--- src/rtl/multicycle_control_fsm_pkg.sv ---
// Shared encodings for the multicycle RISC-V control sequencer: opcodes,
// ALU operation codes, mux selects and the state enumeration.
package riscv_ctrl_pkg;

  localparam logic [6:0] OP_R      = 7'h33;
  localparam logic [6:0] OP_I      = 7'h13;
  localparam logic [6:0] OP_LOAD   = 7'h03;
  localparam logic [6:0] OP_JALR   = 7'h67;
  localparam logic [6:0] OP_LUI    = 7'h37;
  localparam logic [6:0] OP_JAL    = 7'h6F;
  localparam logic [6:0] OP_STORE  = 7'h23;
  localparam logic [6:0] OP_BRANCH = 7'h63;

  localparam logic [2:0] ALU_OP_R = 3'b000;
  localparam logic [2:0] ALU_OP_I = 3'b001;
  localparam logic [2:0] ALU_OP_U = 3'b010;
  localparam logic [2:0] ALU_OP_S = 3'b011;
  localparam logic [2:0] ALU_OP_B = 3'b100;
  localparam logic [2:0] ALU_OP_J = 3'b101;

  localparam logic [1:0] SRC_A_PC    = 2'b00;
  localparam logic [1:0] SRC_A_RS1   = 2'b01;
  localparam logic [1:0] SRC_A_OLDPC = 2'b10;

  localparam logic [1:0] SRC_B_RS2  = 2'b00;
  localparam logic [1:0] SRC_B_IMM  = 2'b01;
  localparam logic [1:0] SRC_B_FOUR = 2'b10;

  localparam logic [1:0] WB_ALUOUT = 2'b00;
  localparam logic [1:0] WB_MDR    = 2'b01;
  localparam logic [1:0] WB_PC     = 2'b10;

  typedef enum logic [3:0] {
    S_FETCH    = 4'd0,
    S_DECODE   = 4'd1,
    S_EXEC_R   = 4'd2,
    S_EXEC_I   = 4'd3,
    S_EXEC_U   = 4'd4,
    S_ALU_WB   = 4'd5,
    S_MEM_ADDR = 4'd6,
    S_MEM_RD   = 4'd7,
    S_MEM_WB   = 4'd8,
    S_MEM_WR   = 4'd9,
    S_BRANCH   = 4'd10,
    S_JAL      = 4'd11,
    S_JALR     = 4'd12,
    S_TRAP     = 4'd13
  } state_e;

  function automatic logic is_mem_state(input state_e s);
    return (s == S_FETCH) || (s == S_MEM_RD) || (s == S_MEM_WR);
  endfunction

endpackage

--- src/rtl/multicycle_control_fsm_if.sv ---
// Control bundle between the sequencer (master) and the datapath/memory (slave).
interface multicycle_control_fsm_if;
  import riscv_ctrl_pkg::*;

  logic [6:0] OP_i;
  logic       Mem_Ready_i;
  logic       Mem_Read_o;
  logic       Mem_Write_o;
  logic       I_or_D_o;
  logic       IR_Write_o;
  logic       PC_Write_o;
  logic       Branch_o;
  logic       PC_Src_o;
  logic [1:0] ALU_Src_A_o;
  logic [1:0] ALU_Src_B_o;
  logic [2:0] ALU_Op_o;
  logic [1:0] Mem_to_Reg_o;
  logic       Reg_Write_o;
  logic       Instr_Done_o;
  logic       Trap_o;

  modport master (
    input  OP_i, Mem_Ready_i,
    output Mem_Read_o, Mem_Write_o, I_or_D_o, IR_Write_o, PC_Write_o, Branch_o,
           PC_Src_o, ALU_Src_A_o, ALU_Src_B_o, ALU_Op_o, Mem_to_Reg_o,
           Reg_Write_o, Instr_Done_o, Trap_o
  );

  modport slave (
    output OP_i, Mem_Ready_i,
    input  Mem_Read_o, Mem_Write_o, I_or_D_o, IR_Write_o, PC_Write_o, Branch_o,
           PC_Src_o, ALU_Src_A_o, ALU_Src_B_o, ALU_Op_o, Mem_to_Reg_o,
           Reg_Write_o, Instr_Done_o, Trap_o
  );

endinterface

--- src/rtl/multicycle_control_fsm.sv ---
// Multicycle instruction sequencer with a shared, variable-latency memory port.
// state    | meaning
// FETCH    | read instruction at PC, wait for Mem_Ready_i
// DECODE   | ALUOut <= OldPC + imm, dispatch on opcode
// EXEC_*   | ALU operation for R / I / U formats
// ALU_WB   | write ALUOut to rd, retire
// MEM_ADDR | compute load/store address
// MEM_RD   | data read, wait for Mem_Ready_i
// MEM_WB   | write MDR to rd, retire
// MEM_WR   | data write, retire when accepted
// BRANCH   | conditional PC update from ALUOut, retire
// JAL/JALR | link and jump, retire
// TRAP     | illegal opcode or memory timeout, held until reset
module multicycle_control_fsm
  import riscv_ctrl_pkg::*;
#(
  parameter int MEM_WAIT_MAX = 15,
  parameter int WAIT_W       = 4
) (
  input  logic                     clk,
  input  logic                     reset,
  multicycle_control_fsm_if.master bus
);

  localparam logic [WAIT_W-1:0] WAIT_LIMIT = WAIT_W'(MEM_WAIT_MAX);

  state_e            state_q, state_d;
  logic [WAIT_W-1:0] wait_q, wait_d;
  logic              mem_wait;
  logic              timeout;
  logic              ready;

  assign ready    = bus.Mem_Ready_i;
  assign mem_wait = is_mem_state(state_q) && !ready;
  assign timeout  = (MEM_WAIT_MAX != 0) && mem_wait && (wait_q == WAIT_LIMIT);

  always_ff @(posedge clk) begin
    if (!reset) begin
      state_q <= S_FETCH;
      wait_q  <= '0;
    end else begin
      state_q <= state_d;
      wait_q  <= wait_d;
    end
  end

  always_comb begin
    wait_d = wait_q;
    if (state_d != state_q) begin
      wait_d = '0;
    end else if (mem_wait && (wait_q != '1)) begin
      wait_d = wait_q + 1'b1;
    end
  end

  always_comb begin
    state_d          = state_q;
    bus.Mem_Read_o   = 1'b0;
    bus.Mem_Write_o  = 1'b0;
    bus.I_or_D_o     = 1'b0;
    bus.IR_Write_o   = 1'b0;
    bus.PC_Write_o   = 1'b0;
    bus.Branch_o     = 1'b0;
    bus.PC_Src_o     = 1'b0;
    bus.ALU_Src_A_o  = SRC_A_PC;
    bus.ALU_Src_B_o  = SRC_B_RS2;
    bus.ALU_Op_o     = ALU_OP_I;
    bus.Mem_to_Reg_o = WB_ALUOUT;
    bus.Reg_Write_o  = 1'b0;
    bus.Instr_Done_o = 1'b0;
    bus.Trap_o       = 1'b0;

    unique case (state_q)
      S_FETCH: begin
        bus.Mem_Read_o  = 1'b1;
        bus.ALU_Src_B_o = SRC_B_FOUR;
        // An access abandoned by reset must not commit IR or PC
        bus.IR_Write_o  = ready && reset;
        bus.PC_Write_o  = ready && reset;
        if (ready) state_d = S_DECODE;
      end
      S_DECODE: begin
        bus.ALU_Src_A_o = SRC_A_OLDPC;
        bus.ALU_Src_B_o = SRC_B_IMM;
        case (bus.OP_i)
          OP_R:               state_d = S_EXEC_R;
          OP_I:               state_d = S_EXEC_I;
          OP_LOAD, OP_STORE:  state_d = S_MEM_ADDR;
          OP_BRANCH:          state_d = S_BRANCH;
          OP_JAL:             state_d = S_JAL;
          OP_JALR:            state_d = S_JALR;
          OP_LUI:             state_d = S_EXEC_U;
          default:            state_d = S_TRAP;
        endcase
      end
      S_EXEC_R: begin
        bus.ALU_Src_A_o = SRC_A_RS1;
        bus.ALU_Op_o    = ALU_OP_R;
        state_d         = S_ALU_WB;
      end
      S_EXEC_I: begin
        bus.ALU_Src_A_o = SRC_A_RS1;
        bus.ALU_Src_B_o = SRC_B_IMM;
        state_d         = S_ALU_WB;
      end
      S_EXEC_U: begin
        bus.ALU_Src_B_o = SRC_B_IMM;
        bus.ALU_Op_o    = ALU_OP_U;
        state_d         = S_ALU_WB;
      end
      S_ALU_WB: begin
        bus.Reg_Write_o  = 1'b1;
        bus.Instr_Done_o = 1'b1;
        state_d          = S_FETCH;
      end
      S_MEM_ADDR: begin
        bus.ALU_Src_A_o = SRC_A_RS1;
        bus.ALU_Src_B_o = SRC_B_IMM;
        if (bus.OP_i == OP_STORE) begin
          bus.ALU_Op_o = ALU_OP_S;
          state_d      = S_MEM_WR;
        end else begin
          state_d      = S_MEM_RD;
        end
      end
      S_MEM_RD: begin
        bus.Mem_Read_o = 1'b1;
        bus.I_or_D_o   = 1'b1;
        if (ready) state_d = S_MEM_WB;
      end
      S_MEM_WB: begin
        bus.Reg_Write_o  = 1'b1;
        bus.Mem_to_Reg_o = WB_MDR;
        bus.Instr_Done_o = 1'b1;
        state_d          = S_FETCH;
      end
      S_MEM_WR: begin
        bus.Mem_Write_o  = 1'b1;
        bus.I_or_D_o     = 1'b1;
        bus.Instr_Done_o = ready && reset;
        if (ready) state_d = S_FETCH;
      end
      S_BRANCH: begin
        bus.ALU_Src_A_o  = SRC_A_RS1;
        bus.ALU_Op_o     = ALU_OP_B;
        bus.Branch_o     = 1'b1;
        bus.PC_Src_o     = 1'b1;
        bus.Instr_Done_o = 1'b1;
        state_d          = S_FETCH;
      end
      S_JAL: begin
        bus.PC_Write_o   = 1'b1;
        bus.PC_Src_o     = 1'b1;
        bus.Reg_Write_o  = 1'b1;
        bus.Mem_to_Reg_o = WB_PC;
        bus.ALU_Op_o     = ALU_OP_J;
        bus.Instr_Done_o = 1'b1;
        state_d          = S_FETCH;
      end
      S_JALR: begin
        bus.ALU_Src_A_o  = SRC_A_RS1;
        bus.ALU_Src_B_o  = SRC_B_IMM;
        bus.PC_Write_o   = 1'b1;
        bus.Reg_Write_o  = 1'b1;
        bus.Mem_to_Reg_o = WB_PC;
        bus.Instr_Done_o = 1'b1;
        state_d          = S_FETCH;
      end
      S_TRAP: begin
        bus.Trap_o = 1'b1;
      end
      default: begin
        state_d = S_TRAP;
      end
    endcase

    // A ready in the limit cycle has already advanced the state
    if (timeout) state_d = S_TRAP;
  end

endmodule

--- src/flat_wrapper.sv ---
// flat-port wrapper written by rule: the top's interface ports become plain ports
module multicycle_control_fsm_flat import riscv_ctrl_pkg::*;
#(
  parameter int MEM_WAIT_MAX = 15,
  parameter int WAIT_W       = 4
)
  (clk, reset, bus_OP_i, bus_Mem_Ready_i, bus_Mem_Read_o, bus_Mem_Write_o, bus_I_or_D_o, bus_IR_Write_o, bus_PC_Write_o, bus_Branch_o, bus_PC_Src_o, bus_ALU_Src_A_o, bus_ALU_Src_B_o, bus_ALU_Op_o, bus_Mem_to_Reg_o, bus_Reg_Write_o, bus_Instr_Done_o, bus_Trap_o);
  multicycle_control_fsm_if bus_i ();
  input  logic clk;
  input  logic reset;
  input wire logic [$bits(bus_i.OP_i)-1:0] bus_OP_i;
  input wire logic [$bits(bus_i.Mem_Ready_i)-1:0] bus_Mem_Ready_i;
  output wire logic [$bits(bus_i.Mem_Read_o)-1:0] bus_Mem_Read_o;
  output wire logic [$bits(bus_i.Mem_Write_o)-1:0] bus_Mem_Write_o;
  output wire logic [$bits(bus_i.I_or_D_o)-1:0] bus_I_or_D_o;
  output wire logic [$bits(bus_i.IR_Write_o)-1:0] bus_IR_Write_o;
  output wire logic [$bits(bus_i.PC_Write_o)-1:0] bus_PC_Write_o;
  output wire logic [$bits(bus_i.Branch_o)-1:0] bus_Branch_o;
  output wire logic [$bits(bus_i.PC_Src_o)-1:0] bus_PC_Src_o;
  output wire logic [$bits(bus_i.ALU_Src_A_o)-1:0] bus_ALU_Src_A_o;
  output wire logic [$bits(bus_i.ALU_Src_B_o)-1:0] bus_ALU_Src_B_o;
  output wire logic [$bits(bus_i.ALU_Op_o)-1:0] bus_ALU_Op_o;
  output wire logic [$bits(bus_i.Mem_to_Reg_o)-1:0] bus_Mem_to_Reg_o;
  output wire logic [$bits(bus_i.Reg_Write_o)-1:0] bus_Reg_Write_o;
  output wire logic [$bits(bus_i.Instr_Done_o)-1:0] bus_Instr_Done_o;
  output wire logic [$bits(bus_i.Trap_o)-1:0] bus_Trap_o;
  assign bus_i.OP_i = bus_OP_i;
  assign bus_i.Mem_Ready_i = bus_Mem_Ready_i;
  assign bus_Mem_Read_o = bus_i.Mem_Read_o;
  assign bus_Mem_Write_o = bus_i.Mem_Write_o;
  assign bus_I_or_D_o = bus_i.I_or_D_o;
  assign bus_IR_Write_o = bus_i.IR_Write_o;
  assign bus_PC_Write_o = bus_i.PC_Write_o;
  assign bus_Branch_o = bus_i.Branch_o;
  assign bus_PC_Src_o = bus_i.PC_Src_o;
  assign bus_ALU_Src_A_o = bus_i.ALU_Src_A_o;
  assign bus_ALU_Src_B_o = bus_i.ALU_Src_B_o;
  assign bus_ALU_Op_o = bus_i.ALU_Op_o;
  assign bus_Mem_to_Reg_o = bus_i.Mem_to_Reg_o;
  assign bus_Reg_Write_o = bus_i.Reg_Write_o;
  assign bus_Instr_Done_o = bus_i.Instr_Done_o;
  assign bus_Trap_o = bus_i.Trap_o;
  multicycle_control_fsm #(.MEM_WAIT_MAX(MEM_WAIT_MAX), .WAIT_W(WAIT_W)) u_core (.clk(clk), .reset(reset), .bus(bus_i));
endmodule
--- config.mk ---
export PLATFORM = sky130hd
export DESIGN_NAME = multicycle_control_fsm_flat
export DESIGN_NICKNAME = d
export VERILOG_FILES = /design/src/rtl/multicycle_control_fsm_pkg.sv /design/src/rtl/multicycle_control_fsm_if.sv /design/src/rtl/multicycle_control_fsm.sv /design/src/flat_wrapper.sv
export SDC_FILE = /design/constraint.sdc
export NUM_CORES = 1
export LEC_CHECK = 0
export BUFFER_PORTS_ARGS = -buffer_cell sky130_fd_sc_hd__buf_2
export CAP_MARGIN = 20
export CORE_UTILIZATION = 40
export CTS_CLUSTER_DIAMETER = 150
export CTS_CLUSTER_SIZE = 30
export DETAILED_ROUTE_END_ITERATION = 6
export PLACE_DENSITY = 0.63
export SYNTH_ARGS = -nofsm -noshare
export SYNTH_HDL_FRONTEND = slang
export SYNTH_SLANG_ARGS = --single-unit
--- constraint.sdc ---
create_clock -name clk -period 1.9 [get_ports clk]
set_input_delay 0.38 -clock clk [delete_from_list [all_inputs] [get_ports clk]]
set_output_delay 0.38 -clock clk [all_outputs]
set_load 0.01 [all_outputs]
# Word level (Yosys, flattened, before mapping)
# Index checks and enable logic that the tools add are counted.
[word_totals] ff_bits=8 latch_bits=0 ram_bits=0 rom_bits=0 in_bits=10 output_inout_bits=19 elab_cells=69 mem_count=0
[op_classes] n_addsub=1 mul=0 n_div=0 n_lt_le_gt_ge=0 n_eq_ne=24 shifts=0 muxes=22 n_bitwise=1 n_reduce_logical=19
[op_table] operator="4-bit one-hot mux with 8 select lines" count=1
[op_table] operator="4-bit == test, second input constant" count=7
[op_table] operator="4-bit one-hot mux with 7 select lines" count=1
[op_table] operator="7-bit by 6-bit == test with 1-bit output, second input constant" count=3
[op_table] operator="7-bit == test, second input constant" count=3
[op_table] operator="4-bit 2-to-1 mux" count=5
[op_table] operator="4-bit by 3-bit == test with 1-bit output, second input constant" count=4
[op_table] operator="3-bit one-hot mux with 5 select lines" count=1
[op_table] operator="5-bit OR reduction" count=3
[op_table] operator="2-bit one-hot mux with 2 select lines" count=3
[op_table] operator="2-bit OR reduction" count=6
[op_table] operator="4-bit by 2-bit == test with 1-bit output, second input constant" count=2
[op_table] operator="1-bit 2-to-1 mux" count=8
[op_table] operator="7-bit by 2-bit == test with 1-bit output, second input constant" count=1
[op_table] operator="7-bit by 5-bit == test with 1-bit output, second input constant" count=1
[op_table] operator="4-bit by 1-bit adder with 4-bit output, second input constant" count=1
[op_table] operator="4-bit by 1-bit == test with 1-bit output, second input constant" count=1
[op_table] operator="1-bit logical AND" count=4
[op_table] operator="4-bit logical NOT" count=1
[op_table] operator="4-bit inequality test" count=1
[op_table] operator="4-bit inequality test, second input constant" count=1
[op_table] operator="1-bit one-hot mux with 2 select lines" count=2
[op_table] operator="4-bit OR reduction" count=1
[op_table] operator="3-bit OR reduction" count=1
[op_table] operator="other kinds (4)" count=5

# Longest topological paths before layout
# Gate-level depths: netlist of the first run.
[logic_depth] depth_word=8 ltp_mapped=8

# Least setup slack after synthesis of the first run
# Ideal clock, no wire load.
[synth_path] path_kind="register -> output" from="reg u_core.state_q[1]" to="out bus_PC_Write_o" arrival_ps=1540 t_required_ps=1520 slack_ps=-20 path_stages_with_launch=6 cell_sequence="dfxtp_1 > clkbuf_1 > or2_2 > nor3_1 > and3_1 > or2_2"
[synth_between] elab_chain_cells=3 elab_cells_between_ends=5 cone_classes="2 x eq/ne; 1 x mux; 2 x reduce/logical"
[synth_lines] item="from (decl)" line_no="multicycle_control_fsm.sv:27" text="state_e state_q, state_d;"
[synth_lines] item="from (signal assigned)" line_no="multicycle_control_fsm.sv:42" text="state_q <= state_d;"
[synth_lines] item="4-bit == test" line_no="multicycle_control_fsm.sv:73" text="unique case (state_q)"
[synth_lines] item="2-bit OR reduction (no source line)"
[synth_lines] item="1-bit one-hot mux with 2 select lines (*)" line_no="multicycle_control_fsm.sv:73"
[synth_lines] item="to (decl)" line_no="flat_wrapper.sv:17" text="output wire logic [$bits(bus_i.PC_Write_o)-1:0] bus_PC_Write_o;"
# Mark *: on every way between the ends. The rest lies on a longest branch, timed or not.

# Worst setup path in the final report of the first run
# Ends and elaborated chain as after synthesis.

==> results of run 1 <==
synthesized netlist by cell type (2+ instances only):
master	n	share of area, %
nand2_1	16	5.7
nor2_1	13	4.7
nand3_1	9	4.3
dfxtp_1	8	15
o21ai_0	8	3.8
a21oi_1	7	3.3
mux2i_1	6	5.7
nor3_1	5	2.4
o211ai_1	5	3.6
a211oi_1	4	2.9
clkbuf_8	4	5.3
a21boi_0	3	2.2
and3b_1	3	2.5
clkbuf_1	3	1.1
nand4_1	3	1.8
nor2b_1	3	1.8
nor4b_1	3	2.5
a31oi_1	2	1.2
and3_1	2	1.2
buf_4	2	1.4
inv_1	2	0.72
nand2b_1	2	1.2
nor4b_2	2	2.9
or2_2	2	1.2
xnor2_1	2	1.7
power by group:
part	switching, uW	total (uW)	internal (uW)	leakage (uW)
clock network	60.5	133	72.5	0.0000138
registers	58.7	263	204	0.0000688
logic	542	1070	528	0.000583
layer usage:
layer	vias up	wire [um]	GRT usage, %
met5	-	0	0
met4	0	39	3.947
li1	624	-	-
met3	7	86	1.724
met1	589	1405	28.21
met2	30	1604	43.04
kinds of logic after synthesis:
| group | after synthesis |
|---|---|
| AOI/OAI and AO/OA | 37 |
| xor gates and xnor gates | 3 |
| and+or+nand+nor | 74 |
| adders and majority gates | 1 |
| DFF | 8 |
| muxes | 6 |
| buffers and inverters | 12 |
repair_timing:
item / in CTS / in global routing
pin swaps: 4 / 11
resized for setup: 18 / 20
cloned: 0 / 0
endpoints found under the setup margin: 8 / 5
buffers inserted: 2 / 4
area by class of cell:
cell class	count	area, um2
Timing Repair Buffer	58	394.1
Inverter	2	7.507
Sequential cell	8	177.7
Clock buffer	3	22.52
Tap cell	30	37.54
Multi-Input combinational cell	121	903.4
Fill cell	225	934.6
through the flow:
step | total power (uW) | hold slack (ns) | cells | TNS (ns)
final | 1466 | 0.4308 | 222 | -0.02883
after detailed placement | 1079 | 0.5582 | 213 | -0.7494
after global routing | 1569 | 0.4525 | 222 | -0.3795
after CTS | 1322 | 0.4312 | 218 | 0
after global placement | 1051 | 0.5741 | 213 | -0.3216
after floorplan | 804.4 | 0.5276 | 141 | 0
worst min path at each step:
| stage | startpoint | to | slack, ns | cells past startpoint |
|---|---|---|---|---|
| after floorplan | reset | u_core.state_q[1]$_SDFF_PN0_ | 0.53 | 2 |
| final | reset | u_core.state_q[0]$_SDFF_PN0_ | 0.43 | 2 |
| after global placement | u_core.wait_q[1]$_SDFFE_PP0P_ | u_core.wait_q[1]$_SDFFE_PP0P_ | 0.57 | 2 |
| after CTS | reset | u_core.state_q[0]$_SDFF_PN0_ | 0.43 | 2 |
| after detailed placement | u_core.wait_q[1]$_SDFFE_PP0P_ | u_core.wait_q[1]$_SDFFE_PP0P_ | 0.56 | 2 |
| after global routing | reset | u_core.state_q[3]$_SDFF_PN0_ | 0.45 | 2 |
worst max-delay path: stages, from the launching register on:
cell,delay (ns)
dfxtp_4,0.38
buf_6,0.14
or2_4,0.26
nor3_4,0.13
and3_4,0.20
or2_4,0.11
buf_6,0.09
state kept, by name (all words and copies together) (netlist names):
| register | cells |
|---|---|
| u_core.wait_q | 4 |
| u_core.state_q | 4 |
==> metrics.cfg, run 1 <==
[sta]
tightestPinTransition_ns=0.4536
grt_setup_unrepaired=true
slew_headroom_pct=69.62
fin_crit_sh_pct=101.5
hold_viol=0
setup_viol=1
max_freq_ghz=0.5185
fin_skew_ns=0.003469
drv_slew=0
fin_ws_ns=-0.02883
period_needed_ns=1.929

[status]
violations=setup timing
status=finished with violations

[synth]
synth_ff_type=dfxtp_1
synth_edf_count=0
syn_area_per_cell_um2=7.418
synth_top_family_by_area=simple AND/OR/NAND/NOR gates
synthDistinctLibCells=47
seq_area_frac_synth_pct=15.31
synth-async-reset-ratio_pct=0
synth.cell_area_mm2=0.001046
synth_compound_area_share_pct=23.80
synthAdderAreaFrac_pct=1.196
synth-simple-area-share_pct=42.46
synth_xor_area_share_pct=2.512
synth_mux_area_share_pct=5.742
synth_seq_cells=8
syn-num-nets=152
ys_warn_count=0
synthCells=141

[worst_setup_path]
cp.required_ns=1.52
rr_worst_depth=7
crit_type=flip-flop to output pin
critPathLaunch=u_core.state_q[1]$_SDFF_PN0_
reg2reg_from=u_core.state_q[1]$_SDFF_PN0_
cp-endpoint=bus_PC_Write_o
timing.rr.end=u_core.wait_q[3]$_SDFFE_PP0P_
arrival_ns=1.55
cp_max_fo=8
endpoint_kind=output pin
start_kind=flip-flop
r2r_slack_ns=0

[floorplan]
dieArea_mm2=0.002823
core_area_mm2=0.002477
rows=18
start_util_pct=42.22
io_pins=29
die-width_um=53.14
die_height_um=53.14

[global_route]
grt_usage_pct=22.90
grt_overflow=0
grt_pass1_wl_um=4816
grt_pass1_vias=1127
antenna_found_initial=0
grt_max_degree=11

[finish]
area_growth_pct=47.49
final_common_cell=buf_2
mostFrequentLayoutCells=buf_2 (27), buf_4 (24), nand2_1 (15), nor2_1 (12), nand3_1 (9)
n_antenna_cell=0
drive_gt1_share_pct=47.92
fin_area_mm2=0.001543
final_core_util_pct=62.27
layout.nets=205

[routing]
drtPass1Iterations=5
postRouteAntennaNets=0
dr.first_iter.drc_count=20
avgViaCountPerCell=5.631
wire_per_inst_um=14.12
vias=1250
drc=0
wl_um=3134

[placed_design]
place_area_mm2=0.001323
gp_congestion=0.8488
io_buffers=28
dp_hpwl_um=2300
place_ws_ns=-0.2502

[job]
drv_cap=0

[clock_tree]
clockBufferDepth=2
cts-root-buf=clkbuf_4
cts_inserted_buffers=3
cts_hold_buf=0
htreeDepth=1
cts.reportedPaths.clkPinSlew_ns=0.06
insertion_delay_ns=0.26
numClockSinks=8
cts_tree=built

[min_path]
hp-class=input pin to flip-flop

[power_and_ir_drop]
p_leak_uw=0.0006661
cellPowerDensity_mw_per_mm2=950.5
vdd_drop_max_uv=651.6

No activity file was read; power rests on OpenSTA's default activity.
==> run 2, diff against run 1 <==
--- a/config.mk
+++ b/config.mk
@@ -5,13 +5,13 @@
 export SDC_FILE = /design/constraint.sdc
 export NUM_CORES = 1
 export LEC_CHECK = 0
-export BUFFER_PORTS_ARGS = -buffer_cell sky130_fd_sc_hd__buf_2
+export BUFFER_PORTS_ARGS = -buffer_cell sky130_fd_sc_hd__buf_4
 export CAP_MARGIN = 20
-export CORE_UTILIZATION = 40
+export CORE_UTILIZATION = 47
 export CTS_CLUSTER_DIAMETER = 150
 export CTS_CLUSTER_SIZE = 30
 export DETAILED_ROUTE_END_ITERATION = 6
-export PLACE_DENSITY = 0.63
+export PLACE_DENSITY = 0.73
 export SYNTH_ARGS = -nofsm -noshare
 export SYNTH_HDL_FRONTEND = slang
 export SYNTH_SLANG_ARGS = --single-unit
==> run 2 against run 1 <==
- the flow still finishes with violations (setup timing)
- register-to-register slack got worse by 0.06 ns
- via count is 8.5% higher
- non-clock buffer count is 4 higher
- critical path type is now flip-flop to flip-flop
- largest cell class unchanged
==> metrics.cfg, run 2 (synthesized netlist as in run 1, its figures left out) <==
[status]
status=finished with violations
violations=setup timing

[floorplan]
die_height_um=49.18  ; -7.5%
die-width_um=49.18  ; -7.5%
io_pins=29  ; unchanged
core_area_mm2=0.002022  ; -18%
rows=16  ; -2
dieArea_mm2=0.002418  ; -14%
start_util_pct=51.73  ; +9.5 points

[finish]
drive_gt1_share_pct=51.02  ; +3.1 points
stdcell_count=223  ; +0.45%
largestRegisters=u_core.state_q (4), u_core.wait_q (4)
final_common_cell=buf_4
mostFrequentLayoutCells=buf_4 (51), nand2_1 (15), nor2_1 (12), nand3_1 (9), buf_6 (6)
layout.nets=209  ; +2.0%
area_growth_pct=61.36
n_antenna_cell=0  ; unchanged
fin_area_mm2=0.001688  ; +9.4%

[power_and_ir_drop]
total_power_uw=1675  ; +14%
vdd_drop_max_uv=686.0  ; +5.3%
p_leak_uw=0.0007192  ; +8.0%
cellPowerDensity_mw_per_mm2=992.4  ; +4.4%

[routing]
wl_um=3601  ; +15%
drtPass1Iterations=6  ; +1
avgViaCountPerCell=6.081  ; +8.0%
dr.first_iter.drc_count=56  ; +180%
wire_per_inst_um=16.15  ; +14%
postRouteAntennaNets=0  ; unchanged
drc=0  ; unchanged
vias=1356  ; +8.5%

[global_route]
grt_pass1_vias=1140  ; +1.2%
antenna_found_initial=0  ; unchanged
grt_max_degree=15  ; +4
grt_usage_pct=27.75  ; +4.9 points
grt_overflow=0  ; unchanged
grt_pass1_wl_um=5133  ; +6.6%

[job]
drv_cap=0  ; unchanged

[sta]
fin_crit_sh_pct=103.3  ; +1.8 points
fin_skew_ns=0.01131  ; +0.007841 ns
setup_viol=5  ; +4
tightestPinTransition_ns=0.4694  ; +0.01571 ns
hold_viol=0  ; unchanged
fin_ws_ns=-0.06228  ; -0.03346 ns
period_needed_ns=1.962  ; +0.03346 ns
grt_setup_unrepaired=true
max_freq_ghz=0.5096  ; -1.7%
drv_slew=0  ; unchanged
tns_ns=-0.2814  ; -0.2526 ns
slew_headroom_pct=68.57  ; -1.1 points

[min_path]
hp-class=input pin to flip-flop

[clock_tree]
clockBufferDepth=2  ; unchanged
cts_inserted_buffers=3  ; unchanged
htreeDepth=1  ; unchanged
cts-root-buf=clkbuf_4
numClockSinks=8  ; unchanged
cts.reportedPaths.clkPinSlew_ns=0.06  ; about the same
insertion_delay_ns=0.25  ; about the same
cts_tree=built
cts_hold_buf=0  ; unchanged

[worst_setup_path]
crit_type=flip-flop to flip-flop
arrival_ns=2.07  ; +0.52 ns
endpoint_kind=flip-flop
cp.required_ns=2.01  ; +0.49 ns
cp_max_fo=7  ; -1
start_kind=flip-flop

[placed_design]
dp_hpwl_um=2268  ; -1.4%
io_buffers=28  ; unchanged
gp_congestion=0.9310  ; +9.7%
post-place-cells=211  ; -0.94%
place_area_mm2=0.001396  ; +5.6%

-- run 2: cell types whose count changed in the layout (fill, tap and decap cells not counted), moves of 2 or more --
cell,before,now
buf_8,0,3
buf_4,24,51
o21ai_0,7,4
buf_2,27,0
nor4b_2,2,5
o21ai_1,1,4
nor4b_4,2,0
-- run 2: report_power, final --
part | total [uW] | internal (uW) | switching [uW]
sequential | 255 | 205 | 50.2
clock | 127 | 72.1 | 54.8
combinational | 1290 | 675 | 619
total | 1680 | 951 | 724
-- run 2: area by class of cell --
type,count,area [um2]
clock buffers,3,22.52
fillers,112,334.1
inverters,2,7.507
multi-input cells,121,909.6
flip-flops and latches,8,173.9
well taps,27,33.78
repair buffers,62,540.5
-- run 2: through the flow --
step                utilization (%)  hold WS, ns  setup WS [ns]
floorplan                         -       0.5276       0.001428
global placement              69.06       0.5836        -0.1022
detailed placement            69.06       0.5916        -0.1773
CTS                           73.08       0.4178       -0.06313
global route                  83.48       0.4142        -0.1741
finish                        83.48       0.4316       -0.06228
-- run 2: final timing paths --
path | startpoint | end | cells past startpoint | slack (ns)
worst min-delay path | reset | u_core.state_q[0]$_SDFF_PN0_ | 2 | 0.43
worst max-delay path | u_core.state_q[0]$_SDFF_PN0_ | u_core.wait_q[0]$_SDFFE_PP0P_ | 6 | -0.06
worst min register to register | u_core.wait_q[1]$_SDFFE_PP0P_ | u_core.wait_q[1]$_SDFFE_PP0P_ | 2 | 0.62
worst max register to register | u_core.state_q[0]$_SDFF_PN0_ | u_core.wait_q[0]$_SDFFE_PP0P_ | 6 | -0.06
-- run 2: critical path, stage by stage, from the launching register on --
cell and delay (ns):
dfxtp_4 0.38, buf_8 0.14, nor4b_2 0.30, nor2_1 0.15, nor4_4 0.34, mux2i_2 0.41
nor3_1 0.09
-- run 2: per-layer routing --
| layer | routed length (um) | track usage [%] | vias up |
|---|---|---|---|
| met3 | 147 | 3.427 | 8 |
| met4 | 57 | 10.78 | 0 |
| li1 | - | - | 640 |
| met1 | 1460 | 33.58 | 660 |
| met5 | 0 | 0 | - |
| met2 | 1936 | 49.09 | 48 |
-- run 2: what timing repair did --
action / in CTS / in global routing
buffers inserted: 4 / 5
gates cloned: 0 / 1
resized for setup: 10 / 39
pin swaps: 5 / 10
setup endpoints to repair: 9 / 13
